===== src/rtl/lane_phase_arbiter.sv =====
// lane_phase_arbiter: demand/night arbitration with emergency preemption, pedestrian walk and green/yellow/all-red timing
module lane_phase_arbiter #(
  parameter int GREEN_DAY   = 20,
  parameter int GREEN_NIGHT = 10,
  parameter int YELLOW_T    = 3,
  parameter int ALLRED_T    = 2,
  parameter int PED_T       = 8,
  parameter int EMG_HOLD    = 4
) (
  input  logic        clk,
  input  logic        rst,
  input  logic [4:0]  hoursIn,
  input  logic        pedSignal,
  input  logic        emgSignal,
  input  logic [7:0]  emgLane,
  input  logic [63:0] lanes,
  output logic [7:0]  greenMask,
  output logic [7:0]  yellowMask,
  output logic [7:0]  walkMask,
  output logic [1:0]  trafficMode,
  output logic [1:0]  phase,
  output logic [7:0]  currentCount
);
  typedef enum logic [2:0] {S_ALLRED, S_GREEN, S_YELLOW, S_PED, S_EMG} state_t;
  localparam logic [7:0] T_GREEN_DAY   = 8'(GREEN_DAY - 1);
  localparam logic [7:0] T_GREEN_NIGHT = 8'(GREEN_NIGHT - 1);
  localparam logic [7:0] T_YELLOW      = 8'(YELLOW_T - 1);
  localparam logic [7:0] T_ALLRED      = 8'(ALLRED_T - 1);
  localparam logic [7:0] T_PED         = 8'(PED_T - 1);
  localparam logic [7:0] T_EMG         = 8'(EMG_HOLD - 1);
  state_t      state_q, state_d;
  logic [7:0]  timer_q, timer_d, load;
  logic [1:0]  phase_q, phase_d;
  logic        ped_q, ped_d;
  logic [7:0]  green_d, yellow_d, walk_d;
  logic [1:0]  mode_d;
  logic        night, emg_req, done;
  logic [1:0]  emg_ap, arb, c1, c2, c3, b12;
  logic [8:0]  dem [4];
  function automatic logic [7:0] ap_mask(input logic [1:0] a);
    return 8'hC0 >> {a, 1'b0};
  endfunction
  for (genvar i = 0; i < 4; i++) begin : g_dem
    assign dem[i] = 9'(lanes[63-16*i -: 8]) + 9'(lanes[55-16*i -: 8]);
  end
  assign night   = hoursIn < 5'd6 || hoursIn >= 5'd20;
  assign emg_req = emgSignal && |emgLane;
  assign done    = timer_q == 8'd0;
  assign emg_ap  = |emgLane[7:6] ? 2'd0 : |emgLane[5:4] ? 2'd1 : |emgLane[3:2] ? 2'd2 : 2'd3;
  assign c1      = phase_q + 2'd1;
  assign c2      = phase_q + 2'd2;
  assign c3      = phase_q + 2'd3;
  always_comb begin
    b12 = dem[c2] > dem[c1] ? c2 : c1;
    arb = night ? c1 : dem[c3] > dem[b12] ? c3 : b12;
  end
  always_ff @(posedge clk) begin
    if (!rst) begin
      state_q     <= S_ALLRED;
      timer_q     <= T_ALLRED;
      phase_q     <= 2'd3;
      ped_q       <= 1'b0;
      greenMask   <= 8'h00;
      yellowMask  <= 8'h00;
      walkMask    <= 8'h00;
      trafficMode <= 2'b00;
    end else begin
      state_q     <= state_d;
      timer_q     <= timer_d;
      phase_q     <= phase_d;
      ped_q       <= ped_d;
      greenMask   <= green_d;
      yellowMask  <= yellow_d;
      walkMask    <= walk_d;
      trafficMode <= mode_d;
    end
  end
  always_comb begin
    state_d = state_q;
    phase_d = phase_q;
    ped_d   = ped_q | pedSignal;
    case (state_q)
      S_GREEN:  if (emg_req) state_d = emg_ap == phase_q ? S_EMG : S_YELLOW;
                else if (done) state_d = S_YELLOW;
      S_YELLOW: if (done) state_d = S_ALLRED;
      S_ALLRED: if (done) begin
                  if (emg_req) begin
                    state_d = S_EMG;
                    phase_d = emg_ap;
                  end else if (ped_q) state_d = S_PED;
                  else begin
                    state_d = S_GREEN;
                    phase_d = arb;
                  end
                end
      S_PED:    if (emg_req) begin
                  state_d = S_ALLRED;
                  ped_d   = 1'b1;
                end else if (done) state_d = S_ALLRED;
      S_EMG:    if (emg_req ? emg_ap != phase_q : done) state_d = S_YELLOW;
      default:  state_d = S_ALLRED;
    endcase
    if (state_d == S_PED && state_q != S_PED) ped_d = pedSignal;
    load = state_d == S_GREEN  ? (night ? T_GREEN_NIGHT : T_GREEN_DAY) :
           state_d == S_YELLOW ? T_YELLOW :
           state_d == S_PED    ? T_PED :
           state_d == S_EMG    ? T_EMG : T_ALLRED;
    timer_d = state_d != state_q ? load :
              (state_q == S_EMG && emg_req) ? T_EMG : timer_q - 8'd1;
  end
  always_comb begin
    green_d  = (state_d == S_GREEN || state_d == S_EMG) ? ap_mask(phase_d) : 8'h00;
    yellow_d = state_d == S_YELLOW ? ap_mask(phase_d) : 8'h00;
    walk_d   = state_d == S_PED ? 8'hFF : 8'h00;
    mode_d   = state_d == S_EMG ? 2'b10 : state_d == S_PED ? 2'b11 : {1'b0, night};
  end
  assign phase        = phase_q;
  assign currentCount = timer_q;
endmodule


===== config.mk =====
export PLATFORM = sky130hd
export DESIGN_NAME = lane_phase_arbiter
export DESIGN_NICKNAME = d
export VERILOG_FILES = /design/src/rtl/lane_phase_arbiter.sv
export SDC_FILE = /design/constraint.sdc
export NUM_CORES = 1
export LEC_CHECK = 0
export ABC_CLOCK_PERIOD_IN_PS = 20000
export BUFFER_PORTS_ARGS = -buffer_cell sky130_fd_sc_hd__buf_2
export CAP_MARGIN = 40
export CORE_UTILIZATION = 35
export CTS_CLUSTER_DIAMETER = 40
export DETAILED_ROUTE_END_ITERATION = 8
export PLACE_DENSITY = 0.65
export SETUP_SLACK_MARGIN = 0.5
export SLEW_MARGIN = 20
export SYNTH_ARGS = -nofsm -noshare
export SYNTH_HDL_FRONTEND = slang
export SYNTH_SLANG_ARGS = --single-unit

===== constraint.sdc =====
create_clock -name clk -period 20 [get_ports clk]
set_input_delay 2 -clock clk [delete_from_list [all_inputs] [get_ports clk]]
set_output_delay 2 -clock clk [all_outputs]
set_load 0.02 [all_outputs]

==> metrics list, run 1 <==
* Maximum clock frequency: 120.0 MHz
* Worst-Skew Late Latency: 0.26 ns
* Clock-pin slew on the worst setup and hold paths: 0.07 ns
* Area share of the leading cell type in the synthesized netlist: 15.38%
* CTS Root Cell: sky130_fd_sc_hd__clkbuf_16
- Max Slew Vio Count: 0
* Vias in the first global route: 3807
* Required time worst endpoint: 20.15 ns
* Average cell area after synthesis: 8.315 um2
- Logic depth of the worst setup path including buffers: 23
* Final-stage net count: 723
- Sequential element share of the synthesized area: 12.06%
- End point of the worst hold path: currentCount[7]$_SDFF_PP0_
- The multi-input combinational cells in the finished layout cover a total of 3338 um2.
- Fill cells: 1146
- Power per unit of standard cell area: 155.5 nW/um2
* WL met1: 5.161 mm
- The worst hold path begins at currentCount[7]$_SDFF_PP0_.
- Aggregate negative setup slack: 0 ns
- After clock tree synthesis, the flow added hold-fix buffers numbering 0.
- Hold WS: 0.5907 ns
* Main flop type after synthesis: sky130_fd_sc_hd__dfxtp_1
- The hold violation total from the final report was 0.
- In this run the horizontal extent of the chip is 110.9 um.
- The final critical path takes up 41.67% of the cycle.
* Ranking of synthesized cells by area: sky130_fd_sc_hd__ha_1 15%, sky130_fd_sc_hd__dfxtp_1 12%, sky130_fd_sc_hd__mux4_2 9.2%
- Number of antenna repair diodes: 0
- Placeable core region: 11470 um2
* Critical path startpoint: lanes[48]
- Least-Margin Pin Slew: 0.6579 ns
- TritonCTS clock tree: yes
- Max-capacitance violation count: 0
- In this run the register-to-register setup slack is 13.85 ns.
- During I/O placement, the number of pins put on the boundary was 117.
- Counting flops with a built-in enable in the synthesized netlist gives 0.
* Number of nets in the synthesized netlist: 635
- CP max stage delay: 0.61 ns
* Number of buffers inserted by port buffering: 115
* Num rows: 39
* Maximum fanout along the worst path: 9
- The cell that appears most often on the critical path is sky130_fd_sc_hd__ha_1.
- Synthesized flop and latch total: 25
- After detailed routing, the number of vias per cell comes to 5.532.
- Tightest Hold Check Type: reg -> reg
- Kind of capture point of the worst setup path: flop
- Top layer in use: met4
- Initial standard-cell utilization of the core: 36.18%
- Yosys mapped the design onto 73 distinct sky130hd cell types.
* Sinks on the clock net: 25
* Post-detailed-route DRC marker count: 0
* Sw frac: 49.74%
- Cell type contributing the most total cell area after synthesis: sky130_fd_sc_hd__ha_1
- At the end of the flow the core is filled with cells to 42.03%.
- Post-CTS repair changed the size of 0 cells.
- TritonCTS created 3 clock buffers.
* Unrepaired setup endpoints after global routing: false
- The worst path meets setup with 11.67 ns of slack.
- Setup violations remaining at the end of the flow were counted as 0.
- Run status: finished, final reports clean
* Post-detailed-placement half-perimeter wirelength: 8.964 mm
* Worst-case clock buffer depth: 2
- DIE HEIGHT: 110.9 um
- Number of setup buffers added after CTS: 0
* Internal power: 0.3768 mW
- Leakage Power: 2.318 nW
* Post-route non-filler standard cell count: 729
- Entering global routing, the biggest net connects 43 pins.
- Clk network pwr share: 6.0%
* Crit-path leading delay family: compound AO/OA/AOI/OAI gates
* Worst setup slack before clock tree synthesis: 11.23 ns
- Class of the most critical setup path: in -> reg
- Registers are responsible for 11.8% of the overall power.
- Counting tap cells, the placed design contains a total of 724 instances.
- The congestion estimate from routability-driven global placement came to 0.8276.
* Post-synth top cells: 51 x sky130_fd_sc_hd__ha_1, 39 x sky130_fd_sc_hd__nor2_1, 38 x sky130_fd_sc_hd__nand2_1, 35 x sky130_fd_sc_hd__a21oi_1, 27 x sky130_fd_sc_hd__inv_1
- Relative slew slack: 55.01%
* Fraction of layout cells with a size suffix above 1: 28.84%
- Area growth syn-to-layout: 16.16%
- In this run the critical register-to-register path is captured at yellowMask[1]$_SDFF_PN0_.
* Reg2reg path depth: 17
- Worst-case vdd ir drop: 0.08006 mV
* Synth warn: 0
* First-pass GRT wire length: 17.66 mm
- In this run the power spent charging and discharging nets is 0.3728 mW.
- The detailed router finished its first iteration with 133 violations.
* Mapped Cells: 499
* Sequence of cells on the critical path: buf_2, ha_1, fa_1, a21o_1, a21oi_1, o21ai_0, o41ai_1, inv_1, mux4_2, ha_1, a21oi_1, o211ai_1, nand2_1, xor2_2, mux4_2, ha_1, nand4_1, o32ai_1, a31oi_1, or4b_1, mux2i_1, nand2_1, nor4_1
* DRT Pass-1 Iters: 5
- Sequential cell area: 503.0 um2
- The initial antenna violation count was 0.
- The synthesized netlist occupies a cell area of 4149 um2.
- Total gr overflow: 0
- Fin Clk Skew: 0.009218 ns
- Most numerous cell in the Yosys netlist: sky130_fd_sc_hd__ha_1
* Startpoint of the most critical register-to-register path: phase[0]$_SDFF_PN1_
- Counting both buffers and inverters, the worst setup path holds a total of 2.
- Combinational share of power: 82.2%
* FFs w/ async S/R, synth: 0%
- Final cell area excluding filler cells: 4820 um2
* Total length of routed met2 wires: 4.925 mm
* Critical Path AT: 8.48 ns
* H-Tree Depth: 1
- STA classifies the critical path startpoint as an input pin.
* CP max-delay cell: sky130_fd_sc_hd__mux4_2
- Global routing consumed, over all layers together, 17.00% of the routing resources.
* Period minus WS final: 8.335 ns
- Summed over all nets, wire length on met3 after detailed routing comes to 512 um.
- Dividing the detail-routed wire length by the instance count gives 14.66 um.
- The final route contains 4033 vias.
- Total power for the finished layout comes to 0.7496 mW.
- Die ar.: 12290 um2
- The routed design has 10.69 mm of wire.
- Cell Area, Placed: 4728 um2
- Count of cells along the worst hold path: 2
- The detail route stage leaves a number of antenna-violating nets equal to 0.
-- layer usage --
| layer | GRT usage [%] | vias to the layer above |
|---|---|---|
| li1 | - | 2037 |
| met1 | 24.13 | 1857 |
| met2 | 29.28 | 132 |
| met3 | 0.6561 | 7 |
| met4 | 2.222 | 0 |
| met5 | 0 | - |
-- cell usage in the layout (no fill, tap or decap), types with 6 or more instances in the layout --
cell / n
sky130_fd_sc_hd__dfxtp_1: 23
sky130_fd_sc_hd__inv_1: 27
sky130_fd_sc_hd__o21ai_0: 25
sky130_fd_sc_hd__o21ai_1: 6
sky130_fd_sc_hd__nand3_1: 22
sky130_fd_sc_hd__ha_1: 51
sky130_fd_sc_hd__nand2_1: 38
sky130_fd_sc_hd__a21o_1: 12
sky130_fd_sc_hd__a211oi_1: 7
sky130_fd_sc_hd__buf_2: 115
sky130_fd_sc_hd__nor2_1: 39
sky130_fd_sc_hd__a21oi_1: 35
sky130_fd_sc_hd__nor3_1: 10
sky130_fd_sc_hd__mux4_2: 17
sky130_fd_sc_hd__xnor2_1: 18
sky130_fd_sc_hd__xor2_1: 15
sky130_fd_sc_hd__mux2i_1: 14
sky130_fd_sc_hd__o211ai_1: 6
sky130_fd_sc_hd__nor4_1: 6
sky130_fd_sc_hd__mux2_2: 11
-- worst min-delay path: stages, from the launching register on --
cell and delay (ns):
sky130_fd_sc_hd__dfxtp_1 0.35, sky130_fd_sc_hd__xnor2_1 0.16, sky130_fd_sc_hd__nor2_1 0.04
-- state kept, by name, indices dropped and copies added (netlist names) --
register / count
currentCount: 8
greenMask: 4
trafficMode: 2
walkMask: 1
state_q: 3
ped_q: 1
phase: 2
yellowMask: 4
-- how the worst max path moves through the flow --
| stage | endpoint | slack (ns) |
|---|---|---|
| finish | yellowMask[1]$_SDFF_PN0_ | 11.67 |
| detailed placement | yellowMask[1]$_SDFF_PN0_ | 11.23 |
| global placement | yellowMask[1]$_SDFF_PN0_ | 11.39 |
| floorplan | yellowMask[3]$_SDFF_PN0_ | 12.17 |
| CTS | yellowMask[1]$_SDFF_PN0_ | 11.48 |
| global route | yellowMask[1]$_SDFF_PN0_ | 11.24 |
-- logic make-up after synthesis --
logic type                 Yosys count  share of synthesized area, %
AOI/OAI and AO/OA                  135                         22.08
and+or+nand+nor                    144                         17.73
buffers and inverters               63                         7.479
muxes                               42                         15.59
DFF                                 25                         12.06
xor gates and xnor gates            35                         7.751
adders and majority gates           55                         17.31
-- layout make-up --
class                   count  share of cell area (%)
clock buffers               3                   1.558
clock inverters             1                  0.1038
inverters                  28                   2.181
multi-input cells         411                   69.26
flip-flops and latches     25                   10.44
well taps                 143                   3.712
repair buffers            118                   12.75
-- power groups by stage --
| stage | registers [mW] | logic (mW) | clock network, mW |
|---|---|---|---|
| 2_1_floorplan | 0.0915 | 0.477 | 0 |
| 3_5_place_dp | 0.0895 | 0.607 | 0 |
| 4_1_cts | 0.0885 | 0.611 | 0.0449 |
| 6_report | 0.0885 | 0.616 | 0.0447 |
| 5_1_grt | 0.0919 | 0.680 | 0.0476 |
| 3_3_place_gp | 0.0983 | 0.577 | 0 |
Power figures use the tool's default switching activity.
==> run 2: changes to the inputs <==
--- a/config.mk
+++ b/config.mk
@@ -5,13 +5,14 @@
 export SDC_FILE = /design/constraint.sdc
 export NUM_CORES = 1
 export LEC_CHECK = 0
-export ABC_CLOCK_PERIOD_IN_PS = 20000
+export ABC_AREA = 1
+export ABC_CLOCK_PERIOD_IN_PS = 7500
 export BUFFER_PORTS_ARGS = -buffer_cell sky130_fd_sc_hd__buf_2
 export CAP_MARGIN = 40
 export CORE_UTILIZATION = 35
 export CTS_CLUSTER_DIAMETER = 40
 export DETAILED_ROUTE_END_ITERATION = 8
-export PLACE_DENSITY = 0.65
+export PLACE_DENSITY = 0.68
 export SETUP_SLACK_MARGIN = 0.5
 export SLEW_MARGIN = 20
 export SYNTH_ARGS = -nofsm -noshare
==> constraint.sdc (replaced) <==
create_clock -name clk -period 7.5 [get_ports clk]
set_input_delay 0.75 -clock clk [delete_from_list [all_inputs] [get_ports clk]]
set_output_delay 0.75 -clock clk [all_outputs]
set_load 0.02 [all_outputs]
==> run 2 against run 1 <==
Against the previous run:
- flip-flop and latch count stayed put
- first-iteration DRC count is 140% higher
- worst setup slack worse by 10 ns
- clock skew is 0.0072 ns lower
- final area is 1.4% lower
- critical endpoint is now greenMask[5]$_SDFF_PN0_
- largest power group unchanged
- clock power grew to 2.7 times the previous value
==> metrics list, run 2 <==
- Dividing the synthesized area by the synthesized cell count gives 6.154 um2.
- Internal reg-to-reg setup slack: 1.98 ns
- Once the floorplan was initialized, standard cells occupied 35.89% of the core.
- Leaving out fill and tap cells, the most frequent cells in the layout are 172 x sky130_fd_sc_hd__nand2_1, 115 x sky130_fd_sc_hd__buf_2, 87 x sky130_fd_sc_hd__inv_1.
- Number of DRC markers after the initial detailed-route iteration: 323
- Final-stage net count: 893
* Startpoint type of the worst setup path: input pin
- Final count of negative-setup-slack endpoints: 0
- Compound-gate portion of the synthesized area: 20.18%
- Share of cell area taken by muxes after synthesis: 0.7360%
- After synthesis, the largest family of logic cells by area is simple AND/OR/NAND/NOR gates.
- Count of boundary I/O pins: 117
- Post-synth top cells: 172 x sky130_fd_sc_hd__nand2_1, 87 x sky130_fd_sc_hd__inv_1, 55 x sky130_fd_sc_hd__o21ai_0, 54 x sky130_fd_sc_hd__nor2_1, 51 x sky130_fd_sc_hd__ha_1
- The hold violation total from the final report is 0.
- Final cell area excluding filler cells: 4751 um2
* CP max stage delay: 0.41 ns
- By instance count, the leading cell after synthesis is sky130_fd_sc_hd__nand2_1.
- After detailed placement, the total cell area comes to 4668 um2.
- In this run, flip-flops and latches consume 8.6% of the power.
* DRT Pass-1 Iters: 5
* Reg2reg path depth: 29
- The register with the most flip-flops in the layout has 8 of them.
* Sinks on the clock net: 25
- OpenSTA, run right after detailed placement, puts the worst setup slack at 1.322 ns.
- Synthesized flop and latch total: 25
* Number of antenna repair diodes: 0
- Startpoint of the most critical register-to-register path: phase[0]$_SDFF_PN1_
* Wire length reported by the detailed router: 10.57 mm
- The die is 110.0 um tall.
- Detailed routing inserted a total of 4408 vias.
- Number of enable-type register cells in the synthesized netlist: 0
- Combinational cells account for 86.4% of the total power.
- In this run the biggest area consumer among cell types represents 15.82% of the synthesized area.
- Synth warn: 0
- Worst-Skew Late Latency: 0.26 ns
- The HPWL after detailed placement is 8.912 mm.
- Data on the critical path arrives at its endpoint at 6.14 ns.
- Counting flops with an async set or reset pin after synthesis yields a share of 0%.
* Maximum fanout along the worst path: 22
- Including well taps, the total number of placed cells is 895.
- Most common cell after layout, fill and taps aside: sky130_fd_sc_hd__nand2_1
* Adder-Cell Fraction of Synth Area: 17.60%
- Detail-routed via count per cell: 4.903
- Die ar.: 12090 um2
- Fill cells in the final layout number 1239.
* Worst-case clock buffer depth: 2
- Summed over all cells, the static leakage comes to 2.645 nW.
- Required time worst endpoint: 7.70 ns
- CTS Root Cell: sky130_fd_sc_hd__clkbuf_16
- Sequential element share of the synthesized area: 12.27%
* Post-CTS resize count: 0
- Fraction of layout cells with a size suffix above 1: 19.84%
* CP max-delay cell: sky130_fd_sc_hd__fa_1
- Max-capacitance violation count: 0
- R2r endpoint: greenMask[5]$_SDFF_PN0_
- Total gr overflow: 0
* Placeable core region: 11370 um2
* Power per unit of standard cell area: 502.2 nW/um2
- Hold is met by 0.5719 ns.
- Number of hold buffers added after cts: 0
* Post-detailed-route DRC marker count: 0
- For the finished layout, the period the worst path requires is 5.948 ns.
- In this run the number of H-tree levels came out at 1.
- Clk network pwr share: 5.0%
- Tightest Hold Check Type: reg -> reg
- TritonCTS built the clock tree.
- Largest net degree at the start of global routing: 37
- The number of nets handed over by synthesis was 799.
* Average wire per standard cell: 11.76 um
* Internal power: 0.9511 mW
- Final setup margin: 1.552 ns
* Cell type contributing the most total cell area after synthesis: sky130_fd_sc_hd__nand2_1
* Sw frac: 60.14%
- End point of the worst hold path: currentCount[5]$_SDFF_PP0_
- Area growth syn-to-layout: 16.44%
- The analysis attributes to net switching a power of 1.435 mW.
- Cell mode on critical path: sky130_fd_sc_hd__nand2_1
* Least-Margin Pin Slew: 0.5796 ns
* Tot GR Track Use: 17.24%
- Worst-case vdd ir drop: 0.2198 mV
- The run finished with clean final reports.
* Netlist area before placement: 4080 um2
- Aggregate negative setup slack: 0 ns
- Relative slew slack: 61.22%
- Clock-pin slew was measured on the worst setup and hold paths at 0.06 ns.
- Final period util: 79.30%
- In the synthesized netlist, the number of instances is 663.
- Of the total synthesized cell area, the portion taken by AND, OR, NAND and NOR gates is 31.03%.
* Antenna violations before repair: 0
- Maximum clock frequency: 168.1 MHz
- Counting instances, the worst hold path has a depth of 2.
* Distinct cell type count of the synthesized netlist: 46
* Share of the synthesized netlist area taken by xor and xnor gates: 5.366%
* Max Slew Vio Count: 0
* Main flop type after synthesis: sky130_fd_sc_hd__dfxtp_1
- Class of the most critical setup path: in -> reg
- Setup repair after global routing left no endpoint under its margin.
* Number of buffers inserted by port buffering: 115
- The number of clock buffers added by TritonCTS is 3.
* Hold Startpoint: currentCount[5]$_SDFF_PP0_
- The detail route stage leaves a number of antenna-violating nets equal to 0.
- The number of setup buffers added after CTS is 0.
* Num rows: 39
- First-pass GRT wire length: 16.86 mm
- The number of global-route vias before repair was 3698.
* Routability congestion estimate from global placement: 0.9295
- Between clock sinks in the finished design, the worst skew comes to 0.002036 ns.
- Chip width: 110.0 um
* Kind of capture point of the worst setup path: flop
- Ranking of synthesized cells by area: sky130_fd_sc_hd__nand2_1 16%, sky130_fd_sc_hd__ha_1 16%, sky130_fd_sc_hd__dfxtp_1 12%
* Post-route non-filler standard cell count: 899
run 2: cells by family after synthesis:
logic type	after synthesis
adder cells (fa/ha/maj)	55
AND/OR/NAND/NOR	293
multiplexers	3
XOR/XNOR	25
buffers and inverters	120
AO/OA/AOI/OAI	142
flip-flops	25
run 2: worst max path at each step:
stage	start	end
2_1_floorplan	lanes[32]	greenMask[1]$_SDFF_PN0_
3_3_place_gp	lanes[32]	greenMask[5]$_SDFF_PN0_
3_5_place_dp	lanes[32]	greenMask[5]$_SDFF_PN0_
4_1_cts	lanes[32]	greenMask[5]$_SDFF_PN0_
5_1_grt	lanes[32]	greenMask[1]$_SDFF_PN0_
6_report	lanes[32]	greenMask[5]$_SDFF_PN0_
run 2: worst max-delay path, delay by kind of cell:
kind / cells / cell delay, ns
simple gates: 24 / 2.60
fa+ha+maj: 4 / 1.22
compound gates: 6 / 1.15
buf+inv: 3 / 0.39
run 2: power groups by stage:
stage | clock network, mW | logic (mW) | registers (mW)
after floorplan | 0 | 1.60 | 0.229
final | 0.119 | 2.06 | 0.205
after global placement | 0 | 2.01 | 0.209
after CTS | 0.123 | 2.04 | 0.206
after detailed placement | 0 | 2.03 | 0.209
after global routing | 0.130 | 2.39 | 0.213
run 2: per-stage QoR:
step	power (mW)	util, %
finish	2.386	41.79
global route	2.731	41.79
CTS	2.373	41.79
detailed placement	2.242	41.06
floorplan	1.832	-
global placement	2.223	41.06
run 2: layer usage:
metal  wire, um  global-route usage [%]  share of wire [%]
met1       5452                   26.15                 52
met2       4436                   26.61                 42
met4         84                   1.714               0.79
met5          0                       0                  0
met3        598                   1.999                5.7
run 2: final cells by class:
type,count,area [um2],share of cell area [%]
clock buffers,3,75.07,1.580
flip-flops and latches,25,500.5,10.53
well taps,143,178.9,3.766
clock inverters,1,7.507,0.1580
multi-input cells,518,3057,64.34
repair buffers,116,583.1,12.27
inverters,93,349.1,7.348
==> run 3: changes to the inputs <==
--- a/config.mk
+++ b/config.mk
@@ -5,8 +5,8 @@
 export SDC_FILE = /design/constraint.sdc
 export NUM_CORES = 1
 export LEC_CHECK = 0
-export ABC_AREA = 1
-export ABC_CLOCK_PERIOD_IN_PS = 7500
+export ABC_AREA = 0
+export ABC_CLOCK_PERIOD_IN_PS = 5400
 export BUFFER_PORTS_ARGS = -buffer_cell sky130_fd_sc_hd__buf_2
 export CAP_MARGIN = 40
 export CORE_UTILIZATION = 35
==> constraint.sdc (replaced) <==
create_clock -name clk -period 5.4 [get_ports clk]
set_input_delay 0.54 -clock clk [delete_from_list [all_inputs] [get_ports clk]]
set_output_delay 0.54 -clock clk [all_outputs]
set_load 0.02 [all_outputs]
==> run 3 against run 2 <==
Against the previous run:
- the flow now finishes with violations (setup timing)
- via count grew 0.91%
- wire length is 15% higher
- die area grew 1.7%
- global-route usage up 2.2 points
- hold slack worse by 0.073 ns
- clock power up 34%
- count of clock-buffer cells in the layout is 1 higher
==> metrics list, run 3 (synthesized netlist as in run 1, its figures left out) <==
- The flow ran to the end, but the final reports show violations.
- Violations in the final reports: setup timing
* Clock buffer count from CTS: 3
- Final count of negative-setup-slack endpoints: 10
- Period minus WS final: 6.110 ns
* Final setup margin: -0.7105 ns
- Largest net degree at the start of global routing: 31
- Antenna violations before repair: 0
- Leakage Power: 2.824 nW
* Chip width: 110.9 um
- Wire length reported by the detailed router: 12.12 mm
- Startpoint of the most critical register-to-register path: phase[1]$_SDFF_PN1_
* First-pass GRT wire length: 19.99 mm
* Required time worst endpoint: 5.53 ns
- The worst register-to-register path ends at yellowMask[3]$_SDFF_PN0_.
- Last element of the critical path: yellowMask[3]$_SDFF_PN0_
* Critical Path AT: 6.24 ns
* Maximum clock frequency: 163.7 MHz
- The initialized floorplan defines 39 standard-cell rows.
* Flip-flop count of the largest register after layout: 8
- The tool flagged a number of max-cap violations equal to 0.
- The initial utilization of the core area, before any placement, comes to 36.18%.
* Final period util: 113.2%
- The library cell used most frequently in the layout, excluding fill and tap cells, is sky130_fd_sc_hd__buf_2.
* Least-Margin Pin Slew: 0.7048 ns
- Number of DRC markers after the initial detailed-route iteration: 213
* Post-detailed-route DRC marker count: 0
- H-Tree Depth: 1
- Average wire per standard cell: 14.83 um
- Summed over all nets, the half-perimeter wirelength after detailed placement is 9.944 mm.
- Leaving out fill and tap cells, the most frequent cells in the layout are 109 x sky130_fd_sc_hd__buf_2, 86 x sky130_fd_sc_hd__buf_4, 41 x sky130_fd_sc_hd__ha_1.
- Number of antenna repair diodes: 0
- Hold WS: 0.4992 ns
- Relative slew slack: 52.35%
- Final hold viol count: 0
- The critical path starts at lanes[0].
- Worst-Skew Late Latency: 0.25 ns
- The max-slew violation count came to 0.
- Counting along the longest clock path gives a buffer depth of 2.
* Detail-routed via count per cell: 5.444
* Maximum fanout along the worst path: 3
- Fin Clk Skew: 0.004643 ns
* Unrepaired setup endpoints after global routing: true
* CTS Root Cell: sky130_fd_sc_hd__clkbuf_16
* DIE HEIGHT: 110.9 um
* Global-route met3 utilization: 1.914%
- Routability congestion estimate from global placement: 0.8849
- Worst-case vdd ir drop: 0.2908 mV
- Global routing consumed, over all layers together, 19.41% of the routing resources.
- Global routing consumed, on the met2 layer, 33.75% of the routing resources.
* M1 GR Usage: 26.29%
- The final route contains 4448 vias.
* Power per unit of standard cell area: 603.4 nW/um2
- Worst setup slack before clock tree synthesis: -1.085 ns
* Reg2reg path depth: 22
- The critical path is of the in -> reg type.
- After the last flow step, the layout net total stands at 811.
* Count of boundary I/O pins: 117
* Internal reg-to-reg setup slack: 0.03 ns
- Post-DRT Antenna Nets: 0
* Sinks on the clock net: 25
- Placeable core region: 11470 um2
- Of the cells placed in the final design, the portion with a size suffix greater than 1 is 46.74%.
- STA classifies the critical path startpoint as an input pin.
- Area growth syn-to-layout: 43.40%
* Layer with the highest usage after global routing: met2
- Number of buffers inserted by port buffering: 115
* Fill cells: 1051
- Tightest Hold Check Type: in -> reg
* Total gr overflow: 0
* DRT Pass-1 Iters: 5
- TritonCTS clock tree: yes
* Kind of capture point of the worst setup path: flop
- Clock-pin slew was measured on the worst setup and hold paths at 0.06 ns.
* Die ar.: 12290 um2
- Vias in the first global route: 4327
==> run 3: changes by cell type in the layout (fill, tap and decap cells not counted), sizes merged, moves of 11 or more <==
cell   change
mux4      +17
nor2      -21
mux2      +11
nand2    -143
xnor2     +15
mux2i     +11
inv       -65
buf       +90
o21ai     -30
==> run 3: critical path, cell delays in order <==
cell	delay [ns]
sky130_fd_sc_hd__buf_2	0.10
sky130_fd_sc_hd__ha_1	0.23
sky130_fd_sc_hd__fa_2	0.36
sky130_fd_sc_hd__a21o_1	0.21
sky130_fd_sc_hd__a21oi_2	0.21
sky130_fd_sc_hd__xor2_2	0.11
sky130_fd_sc_hd__mux2_4	0.28
sky130_fd_sc_hd__nor2_4	0.11
sky130_fd_sc_hd__a21oi_2	0.04
sky130_fd_sc_hd__ha_1	0.31
sky130_fd_sc_hd__and3_4	0.16
sky130_fd_sc_hd__a221oi_2	0.26
sky130_fd_sc_hd__buf_4	0.16
sky130_fd_sc_hd__o211ai_1	0.11
sky130_fd_sc_hd__buf_4	0.16
sky130_fd_sc_hd__nand2_1	0.10
sky130_fd_sc_hd__xor2_2	0.25
sky130_fd_sc_hd__mux4_2	0.60
sky130_fd_sc_hd__ha_4	0.30
sky130_fd_sc_hd__nand4_1	0.11
sky130_fd_sc_hd__o32ai_2	0.26
sky130_fd_sc_hd__a31oi_1	0.09
sky130_fd_sc_hd__or4b_4	0.58
sky130_fd_sc_hd__mux2_4	0.32
sky130_fd_sc_hd__o211ai_1	0.22
sky130_fd_sc_hd__nor3_1	0.07
==> run 3: area by class of cell <==
| cell class | instances | area (um2) | share of cell area (%) |
|---|---|---|---|
| clock buffer | 4 | 78.83 | 1.325 |
| inverter | 28 | 105.1 | 1.767 |
| multi-input combinational | 411 | 3751 | 63.05 |
| sequential | 25 | 503.0 | 8.454 |
| tap | 143 | 178.9 | 3.007 |
| timing repair buffer | 206 | 1333 | 22.40 |
==> run 3: stage by stage <==
step | TNS, ns | area [um2] | std cells | util (%) | power, mW
after floorplan | -3.552 | 4302 | 499 | - | 2.245
after global placement | -9.405 | 5466 | 802 | 47.67 | 3.004
after detailed placement | -10.12 | 5466 | 802 | 47.67 | 3.066
after CTS | -6.392 | 5792 | 815 | 50.51 | 3.426
after global routing | -9.177 | 5949 | 817 | 51.88 | 3.887
final | -6.589 | 5949 | 817 | 51.88 | 3.590
==> run 3: worst min path at each step <==
stage	start	cells past startpoint	slack, ns	end
after global routing	pedSignal	3	0.51	ped_q$_SDFF_PN0_
final	pedSignal	3	0.50	ped_q$_SDFF_PN0_
after global placement	currentCount[7]$_SDFF_PP0_	2	0.56	currentCount[7]$_SDFF_PP0_
after detailed placement	currentCount[7]$_SDFF_PP0_	2	0.59	currentCount[7]$_SDFF_PP0_
after floorplan	rst	1	0.61	phase[0]$_SDFF_PN1_
after CTS	pedSignal	3	0.50	ped_q$_SDFF_PN0_
==> run 3: layer usage <==
| layer | routed length [um] | vias to the layer above |
|---|---|---|
| li1 | - | 2209 |
| met1 | 5550 | 2089 |
| met2 | 5858 | 138 |
| met3 | 599 | 12 |
| met4 | 108 | 0 |
| met5 | 0 | - |
==> run 3: power by group <==
part / total, mW / switching (mW) / internal [mW] / leakage [nW]
logic: 3.09 / 1.50 / 1.60 / 2.58
clock network: 0.160 / 0.0590 / 0.101 / 0.0382
registers: 0.336 / 0.0986 / 0.238 / 0.203
total: 3.59 / 1.66 / 1.93 / 2.82
==> run 3: what timing repair did <==
item | 4_1_cts | 5_1_grt
hold buffers | 0 | 0
resized for setup | 29 | 29
setup endpoints to repair | 10 | 10
setup buffers | 9 | 2
pin swaps | 34 | 27
